===== config.mk =====
export PLATFORM = sky130hd
export DESIGN_NAME = btn_event
export DESIGN_NICKNAME = d
export VERILOG_FILES = /design/src/rtl/btn_pkg.sv /design/src/rtl/evt_timer.sv /design/src/rtl/btn_event.sv
export SDC_FILE = /design/constraint.sdc
export NUM_CORES = 1
export LEC_CHECK = 0
export BUFFER_PORTS_ARGS = -buffer_cell sky130_fd_sc_hd__buf_2
export CAP_MARGIN = 20
export CORE_MARGIN = 3
export CORE_UTILIZATION = 52
export CTS_CLUSTER_DIAMETER = 150
export DETAILED_ROUTE_END_ITERATION = 7
export PLACE_DENSITY_LB_ADDON = 0.12
export SLEW_MARGIN = 20
export SYNTH_ARGS = -nofsm -noshare
export SYNTH_HDL_FRONTEND = slang
export SYNTH_SLANG_ARGS = --single-unit

===== constraint.sdc =====
create_clock -name i_clk -period 2.6 [get_ports i_clk]
set_clock_uncertainty 0.15 [all_clocks]
set_input_delay 0.26 -clock i_clk [delete_from_list [all_inputs] [get_ports i_clk]]
set_output_delay 0.26 -clock i_clk [all_outputs]
set_load 0.03 [all_outputs]

===== src/rtl/btn_pkg.sv =====
// btn_pkg: shared definitions for the button event decoder.
// Contents:
//   btn_state_e   - decoder FSM states (idle, pressed/holding, long-held)
//   DefTimerW     - hold timer width for the default LONG_CYCLES=500
//   timer_width() - hold timer width for a given long/repeat period pair
package btn_pkg;

  typedef enum logic [1:0] {
    StIdle,
    StHold,
    StLong
  } btn_state_e;

  // $clog2(500) for the default LONG_CYCLES/REPEAT_CYCLES pair
  localparam int unsigned DefTimerW = 9;

  // Timer must reach max(long, repeat) - 1 without wrapping.
  function automatic int unsigned timer_width(input int unsigned long_c,
                                              input int unsigned rep_c);
    return $clog2((long_c > rep_c) ? long_c : rep_c);
  endfunction

endpackage


===== src/rtl/evt_timer.sv =====
// evt_timer: clearable up-counter with a terminal-count compare.
// Ports:
//   i_clk   - clock, rising edge
//   i_rst   - synchronous active-low reset, clears the count
//   i_clr   - synchronous clear (wins over i_en)
//   i_en    - count enable
//   i_term  - terminal value to compare against
//   o_tc    - high while the count equals i_term
module evt_timer
  import btn_pkg::*;
#(
  parameter int unsigned W = DefTimerW
) (
  input  logic         i_clk,
  input  logic         i_rst,
  input  logic         i_clr,
  input  logic         i_en,
  input  logic [W-1:0] i_term,
  output logic         o_tc
);

  logic [W-1:0] r_cnt;

  always_ff @(posedge i_clk) begin
    if (!i_rst) begin
      r_cnt <= '0;
    end else if (i_clr) begin
      r_cnt <= '0;
    end else if (i_en) begin
      r_cnt <= r_cnt + W'(1);
    end
  end

  assign o_tc = (r_cnt == i_term);

endmodule


===== src/rtl/btn_event.sv =====
// btn_event: turns a debounced button level into one-cycle event pulses
// (press, release, long-press, auto-repeat) plus a wrapping press counter.
// Optional feature macro: BTN_REPEAT_EN
//   defined   - repeat pulses every REPEAT_CYCLES while held after long-press
//   undefined - o_repeat tied to 0, LONG just waits for release
// Ports:
//   i_clk         - block clock, rising edge
//   i_rst         - synchronous active-low reset
//   i_btn_in      - debounced button level, active-high
//   o_press       - pulse on press
//   o_release     - pulse on release
//   o_long_press  - pulse when the hold reaches LONG_CYCLES
//   o_repeat      - pulse every REPEAT_CYCLES after long-press
//   o_held        - high while not idle
//   o_press_cnt   - press count, wraps modulo 2^CNT_W
module btn_event
  import btn_pkg::*;
#(
  parameter int unsigned LONG_CYCLES   = 500,
  parameter int unsigned REPEAT_CYCLES = 100,
  parameter int unsigned CNT_W         = 8
) (
  input  logic             i_clk,
  input  logic             i_rst,
  input  logic             i_btn_in,
  output logic             o_press,
  output logic             o_release,
  output logic             o_long_press,
  output logic             o_repeat,
  output logic             o_held,
  output logic [CNT_W-1:0] o_press_cnt
);

  localparam int unsigned TimerW = timer_width(LONG_CYCLES, REPEAT_CYCLES);
  localparam logic [TimerW-1:0] TermLong = TimerW'(LONG_CYCLES - 1);
`ifdef BTN_REPEAT_EN
  localparam logic [TimerW-1:0] TermRep = TimerW'(REPEAT_CYCLES - 1);
`endif

  btn_state_e       r_state, w_state_d;
  logic             r_press, w_press_d;
  logic             r_release, w_release_d;
  logic             r_long, w_long_d;
  logic             w_repeat_d;
  logic [CNT_W-1:0] r_press_cnt, w_press_cnt_d;

  logic              w_tmr_clr;
  logic              w_tmr_en;
  logic [TimerW-1:0] w_tmr_term;
  logic              w_tmr_tc;

  evt_timer #(
    .W(TimerW)
  ) u_timer (
    .i_clk  (i_clk),
    .i_rst  (i_rst),
    .i_clr  (w_tmr_clr),
    .i_en   (w_tmr_en),
    .i_term (w_tmr_term),
    .o_tc   (w_tmr_tc)
  );

  // Release is checked before the terminal count so it always wins.
  always_comb begin
    w_state_d     = r_state;
    w_press_d     = 1'b0;
    w_release_d   = 1'b0;
    w_long_d      = 1'b0;
    w_repeat_d    = 1'b0;
    w_press_cnt_d = r_press_cnt;
    w_tmr_clr     = 1'b0;
    w_tmr_en      = 1'b0;
    w_tmr_term    = TermLong;
    unique case (r_state)
      StIdle: begin
        if (i_btn_in) begin
          w_state_d     = StHold;
          w_press_d     = 1'b1;
          w_press_cnt_d = r_press_cnt + CNT_W'(1);
          w_tmr_clr     = 1'b1;
        end
      end
      StHold: begin
        if (!i_btn_in) begin
          w_state_d   = StIdle;
          w_release_d = 1'b1;
        end else if (w_tmr_tc) begin
          w_state_d = StLong;
          w_long_d  = 1'b1;
          w_tmr_clr = 1'b1;
        end else begin
          w_tmr_en = 1'b1;
        end
      end
      StLong: begin
        if (!i_btn_in) begin
          w_state_d   = StIdle;
          w_release_d = 1'b1;
        end else begin
`ifdef BTN_REPEAT_EN
          w_tmr_term = TermRep;
          if (w_tmr_tc) begin
            w_repeat_d = 1'b1;
            w_tmr_clr  = 1'b1;
          end else begin
            w_tmr_en = 1'b1;
          end
`else
          // Timer stays frozen: nothing more fires until release.
          w_tmr_en = 1'b0;
`endif
        end
      end
      default: begin
        w_state_d = StIdle;
      end
    endcase
  end

  always_ff @(posedge i_clk) begin
    if (!i_rst) begin
      r_state     <= StIdle;
      r_press     <= 1'b0;
      r_release   <= 1'b0;
      r_long      <= 1'b0;
      r_press_cnt <= '0;
    end else begin
      r_state     <= w_state_d;
      r_press     <= w_press_d;
      r_release   <= w_release_d;
      r_long      <= w_long_d;
      r_press_cnt <= w_press_cnt_d;
    end
  end

`ifdef BTN_REPEAT_EN
  logic r_repeat;

  always_ff @(posedge i_clk) begin
    if (!i_rst) begin
      r_repeat <= 1'b0;
    end else begin
      r_repeat <= w_repeat_d;
    end
  end

  assign o_repeat = r_repeat;
`else
  logic w_unused_repeat;
  assign w_unused_repeat = w_repeat_d;
  assign o_repeat        = 1'b0;
`endif

  assign o_press      = r_press;
  assign o_release    = r_release;
  assign o_long_press = r_long;
  assign o_held       = (r_state != StIdle);
  assign o_press_cnt  = r_press_cnt;

endmodule


==> results.yml <==
run_status:
  status: "complete, no violations"
worst_setup_path:
  startpoint_type: "flip-flop"
  reg2reg_to: "o_press_cnt[7]$_SDFFE_PN0N_"
  crit_path_top_delay_cell: "or4_1"
  worstRegToRegCells: 5
  slowest_delay_ns: 0.54
  worstReg2RegStart: "r_state[0]$_SDFFE_PN0P_"
  rrSetupSlack_ns: 0.70
  path_max_fanout: 8
  crit_cells: 5
  cp_num_buf_inv: 1
  cp-endpoint: "o_press_cnt[7]$_SDFFE_PN0N_"
  path_cells: "inv_1, ha_1, nand3_1, or4_1, a21oi_1"
  end_kind: "flip-flop"
  crit_path_start: "r_state[0]$_SDFFE_PN0P_"
  crit_required_ns: 2.69
  critical_path_class: "reg -> reg"
  worstPathArrival_ns: 1.99
  crit_family: "simple AND/OR/NAND/NOR gates"
drt:
  first_pass_iters: 4
  totalWireLength_um: 2101
  wire_per_inst_um: 12.97
  drt_first_iter_violations: 21
  drc: 0
  avgViaCountPerCell: 5.735
  antenna_left: 0
  vias: 929
sta:
  rsz0062_at_grt: "false"
  fmax_ghz: 0.5276
  finalHoldViolCount: 0
  setup_viol: 0
  maxSlewViolCount: 0
  period_minus_slack_ns: 1.895
  fin_tns_setup_ns: 0
  finalCritPeriodShare_pct: 72.90
synth:
  synth_warnings: 0
  ys.flop_type: "dfxtp_1"
  synth-edff-count: 0
  synth_nets: 130
  synthesis.instances: 121
  netlist_area_sq_um: 1125
  synth.avg_cell_area_sq_um: 9.296
  synth-seq-area-share_pct: 39.15
  ys_ff_latch: 22
  async_flop_share_pct: 0
  yosysUniqueCellTypes: 35
floorplanning:
  die_h_um: 52.51
  die_area_sq_um: 2757
  io_pins: 16
  start_util_pct: 56.19
  core_sq_um: 2002
  rows: 16
  chipWidth_um: 52.51
job:
  maxCapViolCount: 0
cts:
  clk_path_buf_depth: 2
  worstSkewPairLatency_ns: 0.30
  cts_root_buf: "clkbuf_4"
  cts_buffers: 3
  cts_tree: "yes"
  ctsHoldBuffers: 0
  cts_sinks: 22
  cts_resized: 0
  cts_setup_buffers: 0
  h-tree-depth: 1
  clk_pin_slew_ns: 0.12
placement:
  place_hpwl_um: 1554
  io_buffers: 14
  gp_congestion: 0.7838
  placedCellCount: 158
global_route:
  grt_antenna_before_repair: 0
  grt_usage_pct: 17.38
  grt_max_degree: 14
  grt_pass1_vias: 857
  grt_pass1_wl_um: 3643
  gr-total-overflow: 0
power:
  total_leakage_power_nw: 0.4759
  ir_drop_mv: 0.3773
  power_density_nw_per_um2: 542.7
final_layout:
  layout_common_cells: "dfxtp_1, buf_2, a21oi_1"
  antenna_cells: 0
  final_nets: 145
  layout-drive-gt1-share_pct: 18.52
  final_cells: 162
  final_common_cell: "dfxtp_1"
  area_growth_pct: 10.12
hold_path:
  hp-class: "in -> reg"
## metal layers
metal  share of wire [%]  vias up  wire length (um)  global-route usage (%)
met4                0.81        0                17                   6.809
met3                 4.3        2                90                   3.134
li1                    -      480                 -                       -
met2                  45       16               947                   27.27
met5                   0        -                 0                       0
met1                  50      431              1046                   23.42
## how the worst min path moves through the flow
stage	cells after the start	from	slack, ns	endpoint
finish	3	i_rst	0.13	o_press_cnt[4]$_SDFFE_PN0N_
CTS	3	i_rst	0.12	o_press_cnt[4]$_SDFFE_PN0N_
floorplan	2	i_rst	0.26	o_press_cnt[4]$_SDFFE_PN0N_
global route	3	i_rst	0.13	o_press_cnt[4]$_SDFFE_PN0N_
detailed placement	2	o_press_cnt[7]$_SDFFE_PN0N_	0.34	o_press_cnt[7]$_SDFFE_PN0N_
global placement	2	o_press_cnt[7]$_SDFFE_PN0N_	0.31	o_press_cnt[7]$_SDFFE_PN0N_
## state kept, by name (all words and copies together) (netlist names)
name           cells
o_long_press       1
r_state            2
o_press_cnt        8
o_release          1
o_press            1
u_timer.r_cnt      9
## where the power goes
group,internal (mW),switching (mW)
sequential,0.351,0.0127
clock,0.0854,0.102
combinational,0.0377,0.0832
total,0.474,0.198
## tightest hold or removal path: cells and delay by family
kind                   cells  cell delay, ns
AO/OA/AOI/OAI              1            0.06
buffers and inverters      1            0.15
AND/OR/NAND/NOR            1            0.08
## cells in the mapped netlist, types with 2 or more instances
cell type / instances / area (sq um)
nand4_1: 3 / 18.77
or4_1: 5 / 37.54
inv_1: 6 / 22.52
a211o_1: 2 / 17.52
xor2_1: 3 / 26.28
nand4_4: 2 / 42.54
o31ai_1: 6 / 45.04
ha_1: 6 / 75.07
or3_1: 4 / 25.02
nand2_1: 8 / 30.03
a21oi_1: 13 / 65.06
nand3_1: 8 / 40.04
buf_4: 3 / 22.52
o21ai_0: 5 / 25.02
nor2_1: 4 / 15.01
nand2b_1: 2 / 12.51
o211ai_1: 2 / 15.01
dfxtp_1: 22 / 440.4
## per-stage QoR
stage	instance area, sq um	hold slack [ns]	power, mW	setup slack, ns	utilization (%)
6_report	1239	0.1282	0.6722	0.7046	61.88
3_3_place_gp	1202	0.3091	0.4916	0.7955	60.06
4_1_cts	1239	0.1194	0.6800	0.6926	61.88
2_1_floorplan	1125	0.2628	0.4683	0.9353	-
5_1_grt	1239	0.1316	0.7035	0.5585	61.88
3_5_place_dp	1202	0.3360	0.4926	0.7168	60.06
## cell families after synthesis
| kind of cell | share of synthesized area (%) |
|---|---|
| AO/OA/AOI/OAI | 20.13 |
| flip-flops | 39.15 |
| XOR/XNOR | 2.336 |
| adder cells (fa/ha/maj) | 6.674 |
| other | 0.3334 |
| multiplexers | 0.8899 |
| buffers and inverters | 4.338 |
| AND/OR/NAND/NOR | 26.14 |
## cell type report
cell class | instances | area, sq um
clock buffers | 4 | 36.28
well taps | 27 | 33.78
flip-flops and latches | 22 | 440.4
inverters | 6 | 22.52
multi-input cells | 89 | 635.6
fillers | 186 | 763.2
repair buffers | 14 | 70.07
No activity file was read; power rests on OpenSTA's default activity.
